`config.mk`:
```
export PLATFORM = sky130hd
export DESIGN_NAME = cp_l2mem_dma_client
export DESIGN_NICKNAME = d
export VERILOG_FILES = /design/src/rtl/cp_l2mem_dma_client.sv
export SDC_FILE = /design/constraint.sdc
export NUM_CORES = 1
export LEC_CHECK = 0
export ABC_AREA = 1
export CORE_MARGIN = 5
export CORE_UTILIZATION = 34
export DETAILED_ROUTE_END_ITERATION = 7
export PLACE_DENSITY = 0.78
export SETUP_SLACK_MARGIN = 0.3
export SLEW_MARGIN = 20
export SYNTH_ARGS = -nofsm -noshare
export SYNTH_HDL_FRONTEND = slang
export SYNTH_SLANG_ARGS = --single-unit
```
`constraint.sdc`:
```
create_clock -name clock -period 2.9 [get_ports clock]
set_input_delay 0.435 -clock clock [delete_from_list [all_inputs] [get_ports clock]]
set_output_delay 0.435 -clock clock [all_outputs]
set_load 0.01 [all_outputs]
```
`src/rtl/cp_l2mem_dma_client.sv`:
```
// Per-coprocessor DMA client for the shared L2 data memory arbiter.
// Copies a block of words between the local L1 DMEM and L2 in either
// direction, holding the arbiter slot (trq/tack) for the whole burst.
//
// Command handshake: a command is accepted on any rising clock edge where
// cmd_valid and cmd_ready are both high. cmd_ready is high only in IDLE.
// The command fields are sampled on that edge only. cmd_valid seen in any
// other state is ignored, and the latched command is left untouched.
//
// Outputs toward the memories are decoded combinationally from registered
// state, so an address presented in cycle t returns read data in cycle
// t + latency. A valid token follows each issued read through a short
// pipeline, and the write beat fires on the cycle that token emerges.
module cp_l2mem_dma_client #(
   parameter int CP_D_WIDTH      = 72,
   parameter int DMEM_ADDR_WIDTH = 10,
   parameter int L1_ADDR_WIDTH   = 10,
   parameter int L2_RD_LAT       = 1,   // legal 1..2
   parameter int L1_RD_LAT       = 1    // legal 1..2
) (
   input  logic                       clock,
   input  logic                       nreset,
   // command interface
   input  logic                       cmd_valid,
   output logic                       cmd_ready,
   input  logic                       cmd_dir,
   input  logic [DMEM_ADDR_WIDTH-1:0] cmd_l2_addr,
   input  logic [L1_ADDR_WIDTH-1:0]   cmd_l1_addr,
   input  logic [DMEM_ADDR_WIDTH:0]   cmd_len,
   output logic                       busy,
   output logic                       done,
   // arbiter slot
   output logic                       trq,
   input  logic                       tack,
   output logic [DMEM_ADDR_WIDTH-1:0] l2_addr,
   output logic [CP_D_WIDTH-1:0]      l2_din,
   output logic                       l2_we,
   input  logic [CP_D_WIDTH-1:0]      l2_dout,
   // local L1 DMEM
   output logic [L1_ADDR_WIDTH-1:0]   l1_addr,
   output logic [CP_D_WIDTH-1:0]      l1_din,
   output logic                       l1_we,
   input  logic [CP_D_WIDTH-1:0]      l1_dout,
   // debug view of the controller state
   output logic [2:0]                 fsm_state
);

   localparam int AW = DMEM_ADDR_WIDTH;
   localparam int LW = L1_ADDR_WIDTH;
   localparam int CW = DMEM_ADDR_WIDTH + 1;

   localparam logic [2:0] S_IDLE  = 3'd0;
   localparam logic [2:0] S_REQ   = 3'd1;
   localparam logic [2:0] S_RUN   = 3'd2;
   localparam logic [2:0] S_DRAIN = 3'd3;
   localparam logic [2:0] S_FIN   = 3'd4;

   logic [2:0]    state, state_nxt;
   logic          dir_q;        // 0 = load (L2->L1), 1 = store (L1->L2)
   logic [AW-1:0] l2_base_q;
   logic [LW-1:0] l1_base_q;
   logic [CW-1:0] len_q;
   logic [CW-1:0] issue_cnt;    // reads issued so far (i)
   logic [CW-1:0] wr_cnt;       // writes completed so far (j)
   logic [1:0]    tok_q;        // read-valid pipeline, bit 0 is one cycle old

   logic accept;
   logic active;
   logic issuing;
   logic last_issue;
   logic tok_out;
   logic writing;
   logic last_write;

   assign accept     = cmd_valid & cmd_ready;
   assign active     = (state == S_REQ) || (state == S_RUN) || (state == S_DRAIN);
   // A read is issued whenever the slot is granted and words remain.
   assign issuing    = ((state == S_REQ) || (state == S_RUN)) && tack &&
                       (issue_cnt != len_q);
   assign last_issue = issuing && (issue_cnt == len_q - CW'(1));
   // Tap the token pipeline at the read latency of the source memory.
   assign tok_out    = dir_q ? ((L1_RD_LAT == 2) ? tok_q[1] : tok_q[0])
                             : ((L2_RD_LAT == 2) ? tok_q[1] : tok_q[0]);
   assign writing    = tok_out && ((state == S_RUN) || (state == S_DRAIN));
   assign last_write = writing && (wr_cnt == len_q - CW'(1));

   assign cmd_ready = (state == S_IDLE);
   assign busy      = (state != S_IDLE);
   assign done      = (state == S_FIN);
   assign trq       = active;
   assign fsm_state = state;

   // Next-state decode for the burst controller.
   always_comb begin
      state_nxt = state;
      case (state)
         S_IDLE: begin
            if (accept) begin
               state_nxt = (cmd_len == '0) ? S_FIN : S_REQ;
            end
         end
         S_REQ: begin
            // The first word is issued in the same cycle the grant is seen.
            if (tack) begin
               state_nxt = last_issue ? S_DRAIN : S_RUN;
            end
         end
         S_RUN: begin
            if (last_issue) begin
               state_nxt = S_DRAIN;
            end
         end
         S_DRAIN: begin
            if (last_write) begin
               state_nxt = S_FIN;
            end
         end
         S_FIN: begin
            state_nxt = S_IDLE;
         end
         default: begin
            state_nxt = S_IDLE;
         end
      endcase
   end

   // State register; reset aborts any burst in progress.
   always_ff @(posedge clock or negedge nreset) begin
      if (!nreset) begin
         state <= S_IDLE;
      end else begin
         state <= state_nxt;
      end
   end

   // Command latch, issue/write counters and the read-valid pipeline.
   always_ff @(posedge clock or negedge nreset) begin
      if (!nreset) begin
         dir_q     <= 1'b0;
         l2_base_q <= '0;
         l1_base_q <= '0;
         len_q     <= '0;
         issue_cnt <= '0;
         wr_cnt    <= '0;
         tok_q     <= '0;
      end else begin
         if (accept) begin
            dir_q     <= cmd_dir;
            l2_base_q <= cmd_l2_addr;
            l1_base_q <= cmd_l1_addr;
            len_q     <= cmd_len;
            issue_cnt <= '0;
            wr_cnt    <= '0;
         end else begin
            if (issuing) begin
               issue_cnt <= issue_cnt + CW'(1);
            end
            if (writing) begin
               wr_cnt <= wr_cnt + CW'(1);
            end
         end
         tok_q <= {tok_q[0], issuing};
      end
   end

   // Memory-side address, data and write-enable decode. Everything is zero
   // outside an active burst so no stray enable reaches the shared L2 port.
   always_comb begin
      l2_addr = '0;
      l2_din  = '0;
      l2_we   = 1'b0;
      l1_addr = '0;
      l1_din  = '0;
      l1_we   = 1'b0;
      if (active) begin
         if (!dir_q) begin
            // load: read L2 at i, write L1 at j
            l2_addr = l2_base_q + AW'(issue_cnt);
            l1_addr = l1_base_q + LW'(wr_cnt);
            l1_we   = writing;
            l1_din  = writing ? l2_dout : '0;
         end else begin
            // store: read L1 at i, write L2 at j
            l1_addr = l1_base_q + LW'(issue_cnt);
            l2_addr = l2_base_q + AW'(wr_cnt);
            l2_we   = writing;
            l2_din  = writing ? l1_dout : '0;
         end
      end
   end

endmodule

```
**After elaboration in Yosys (flattened, before gate mapping)**

Cells that the tools add are included.

- Register bits: 58
- Bits of input ports: 180
- Output and inout bits: 173
- Logic and storage cells: 66

- Add/subtract/negate cells: 7
- Equality and inequality tests: 11
- Muxes and demuxes: 25
- Bitwise logic cells: 1
- Reductions and logical operators: 14

Operators by type and width:

| cell | number |
|---|---|
| 72-bit two-way mux | 6 |
| 11-bit two-way mux | 4 |
| 10-bit adder | 4 |
| 10-bit two-way mux | 4 |
| 11-bit by 1-bit adder with 11-bit output (second input constant) | 2 |
| 11-bit equality test | 2 |
| 3-bit two-way mux | 5 |
| 3-bit case mux with 4 select lines | 1 |
| 11-bit logical NOT | 1 |
| 11-bit != test | 1 |
| 11-bit by 1-bit subtractor with 11-bit output (second input constant) | 1 |
| 3-bit by 2-bit equality test with 1-bit output (second input constant) | 2 |
| 2-bit != test (second input constant) | 3 |
| 1-bit logical AND | 5 |
| 1-bit two-way mux | 5 |
| 4-bit AND reduction | 1 |
| 2-bit nonzero test | 2 |
| 3-bit by 1-bit equality test with 1-bit output (second input constant) | 1 |
| 3-bit equality test (second input constant) | 1 |
| 3-bit logical NOT | 1 |
| 1-bit logical OR | 3 |
| 3-bit nonzero test | 1 |
| 2-bit by 1-bit != test with 1-bit output (second input constant) | 1 |
| 1-bit AND | 1 |

**Longest topological paths before layout**

- Depth after elaboration: 8
- Depth in mapped cells: 16
- Gate-level depth less buffers: 15

**Worst setup path after synthesis**

No wires, ideal clock.

- Kind: flip-flop to output port
- From: reg dir_q
- To: out l1_addr[8]
- Arrival time: 2.534 ns
- Required time: 2.465 ns
- Slack: -0.069 ns
- Cell stages (with the launch flop): 15
- Path buffers: 2
- Cells stage by stage: dfrtp_1 -> clkbuf_1 -> clkbuf_1 -> o21ai_0 -> ha_1 -> fa_1 -> nand3_1 -> nand3_1 -> nand2_1 -> nand2_1 -> a21oi_1 -> nor2_1 -> o21ai_0 -> a21oi_1 -> nor2_1

- Word-level cells in the longest chain between the ends: 2

RTL lines:

| element | RTL line | text |
|---|---|---|
| from (decl) | 59 | `logic dir_q;` |
| from (signal assigned) | 148 | `dir_q <= cmd_dir;` |
| 10-bit two-way mux | 176 | `if (!dir_q) begin` |
| 10-bit two-way mux | 175 | `if (active) begin` |
| to (decl) | 40 | `output logic [L1_ADDR_WIDTH-1:0] l1_addr,` |

No other way between the ends.

**Worst setup path after layout**

- From: reg dir_q
- To: out l2_addr[8]

- Word-level cells in the longest chain between the ends: 2

RTL lines:

| element | RTL line | text |
|---|---|---|
| 10-bit two-way mux | 176 |  |
| 10-bit two-way mux | 175 |  |
| to (decl) | 35 | `output logic [DMEM_ADDR_WIDTH-1:0] l2_addr,` |

No other way between the ends.

==> out/metrics.cfg <==
[final_layout]
fillCellCount = 1477
area_growth_pct = 91.1
drive_gt1_share_pct = 14.4
finalNonFillerCells = 1605
fin_nets = 1580

[clocking]
cts_sinks = 58
clk_pin_slew_ps = 60
cts_tree = done
clk_path_buf_depth = 2
clkLatencyLatePin_ps = 340
cts_buffers = 9
htreeDepth = 3
cts_hold_buf = 0
cts-root-buf = clkbuf_16

[die]
core_mm2 = 0.0163
die_w_um = 138
pin_count = 353
dieArea_mm2 = 0.0191
die-height_um = 138
initial_core_util_pct = 34.2
rows = 47

[worst_setup_path]
crit_fanout = 7
cp-start-kind = flip-flop
slowest_stage = dfrtp_4
crit_required_ps = 2470
r2r_setup_slack_ps = 690
crit_path_end_kind = primary output
crit_top_cell = nand2_1
worst-path-buf-inv = 2
worstPathArrival_ps = 2650
critical_path_class = reg2out
critical_path.cell_chain = buf_6 > nand2_4 > o21ai_2 > ha_2 > fa_2 > nand3_2 > nand3_2 > nand2_1 > nand2_1 > a21oi_2 > nor2_1 > o21ai_1 > nand3_1 > nand2_1 > nor2_1 > buf_2
path_delay_family = simple AND/OR/NAND/NOR gates
slowest_delay_ps = 520

[grt]
grt_pass1_vias = 7632
track_usage_pct = 29.4
grt_pass1_wl_um = 44600
gr-total-overflow = 0
antenna_found_initial = 4
grt_max_degree = 75

[timing]
min_period_over_period_pct = 107
fmax_mhz = 324
finalCriticalPeriod_ps = 3090
fin_ws_ps = -190
whs_ps = 57.4
setup_viol = 7
rsz0062_at_grt = true
timing.final.max_slew_violations = 0
max_slew_margin_pct = 59.8
final_hold_viol_count = 0
final.setup_skew_ps = 8.47
worstMarginPinSlew_ps = 598

[place]
place.gp.congestion = 0.966
hpwlAfterDp_um = 22800
port_buffers = 352
placedCellCount = 1559

[worst_hold_path]
hp-class = in2async

[route]
drt_pass1_iterations = 6
avgViaCountPerCell = 4.95
vias = 7946
ant_nets = 0
drc = 0
first_iter_violations = 571
finalWirelength_um = 30000
wire_per_inst_um = 18.7

[power_and_ir_drop]
worst_ir_drop_vdd_mv = 0.341
power-per-cell-area_mw_per_mm2 = 448
power.leakage_uw = 0.00666

[yosys]
avgSynthCellArea_um2 = 5.69
synthCells = 983
ys_types = 39
ys_seq_elements = 58
ys_warn_count = 0
seq_area_frac_synth_pct = 25.9
syn-num-nets = 1186
synth_area_mm2 = 0.00560

[flow_run]
maxCapViolations = 0

[outcome]
status = complete, but fails checks
violations = negative setup slack

metal layers:
layer / share of wire, % / global-route usage, % / up-vias
met4: 3.0 / 9.98 / 2
met3: 10 / 9.56 / 59
met5: 0.023 / 0 / -
met1: 39 / 36.3 / 3689
li1: - / - / 3858
met2: 48 / 48.6 / 338
where the power goes:
part | leakage, µW | switching, µW | internal, µW
Combinational | 0.00581 | 1350 | 1180
Clock | 0.000156 | 390 | 772
Sequential | 0.000694 | 165 | 925
flip-flops by register name, indices dropped and copies added, names as in the netlist:
| name | count |
|---|---|
| dir_q | 1 |
| fsm_state | 3 |
| issue_cnt | 11 |
| l1_base_q | 10 |
| l2_base_q | 10 |
| len_q | 11 |
| tok_q | 1 |
| wr_cnt | 11 |
worst paths after layout:
path | from | end | cells past startpoint
max | dir_q$_DFFE_PN0P_ | l2_addr[8] | 16
min | nreset | l2_base_q[5]$_DFFE_PN0P_ | 1
max reg2reg | fsm_state[2]$_DFFE_PN0P_ | wr_cnt[10]$_DFFE_PN0P_ | 12
min reg2reg | l2_base_q[0]$_DFFE_PN0P_ | l2_base_q[0]$_DFFE_PN0P_ | 2
max in group asynchronous | nreset | wr_cnt[1]$_DFFE_PN0P_ | 2
min in group clock | l2_base_q[0]$_DFFE_PN0P_ | l2_base_q[0]$_DFFE_PN0P_ | 2
layout by cell type (no fill, tap or decap), drive strengths merged, types with 21 or more instances in the layout:
| cell | n |
|---|---|
| nand3 | 38 |
| buf | 97 |
| clkdlybuf4s50 | 209 |
| nor2 | 210 |
| dlymetal6s2s | 93 |
| inv | 74 |
| ha | 21 |
| o21ai | 68 |
| dlygate4sd2 | 32 |
| nand2 | 375 |
| a21oi | 40 |
| dfrtp | 58 |
logic make-up after synthesis:
group	after synthesis	synth area share [%]
adder cells (fa/ha/maj)	23	5.41
AO/OA/AOI/OAI	118	11.2
XOR/XNOR	15	2.35
buffers and inverters	125	8.63
AND/OR/NAND/NOR	644	46.5
flip-flops	58	25.9
repair_timing:
item,CTS,global route
pin swaps,27,24
buffers inserted,16,8
endpoints found under the setup margin,159,118
resized for setup,163,122
gates cloned,3,0
Yosys cell counts:
cell type	count	area (µm²)
nand2_1	369	1390
nor2_1	203	762
inv_1	66	248
o21ai_0	63	315
dfrtp_1	58	1450
a21oi_1	39	195
clkbuf_1	36	135
nand3_1	36	180
ha_1	21	263
xor2_1	11	96.3
inv_2	9	33.8
buf_2	8	40.0
nand4_1	6	37.5
buf_1	5	18.8
nand2_2	5	31.3
nor2_2	5	31.3
nor3_1	4	20.0
nor3_2	4	40.0
xnor2_1	4	35.0
nor4_1	3	18.8
o21ai_1	3	15.0
a21o_1	2	15.0
fa_1	2	40.0
nand3b_1	2	15.0
nor2_4	2	22.5
o2111ai_1	2	17.5
o21ai_2	2	17.5
o22ai_1	2	12.5
a211oi_1	1	7.51
a21oi_2	1	8.76
a31oi_1	1	6.26
and2_1	1	6.26
buf_4	1	7.51
nand2_4	1	11.3
nand3_2	1	10.0
nand3_4	1	17.5
nor4_2	1	12.5
o211ai_1	1	7.51
o21a_1	1	7.51
stage by stage:
step	setup TNS, ps	instance area, µm²	power [µW]	worst slack [ps]	util, %
final	-651	10700	4790	-190	65.4
after global routing	-1900	10700	5060	-361	65.4
after CTS	-862	10300	4600	-245	62.9
after detailed placement	-866	9660	3350	-152	59.1
after global placement	-468	9660	3320	-99.3	59.1
after floorplan	0	5650	2120	251	-
cell type report:
cell class	instances	area [µm²]	area share, %
antenna	3	7.51	0.0702
clock buffer	11	243	2.27
clock inverter	5	77.6	0.725
inverter	75	294	2.75
multi-input combinational	800	3910	36.6
sequential	58	1460	13.6
tap	220	275	2.57
timing repair buffer	433	4430	41.4
No activity file was read; power rests on OpenSTA's default activity.
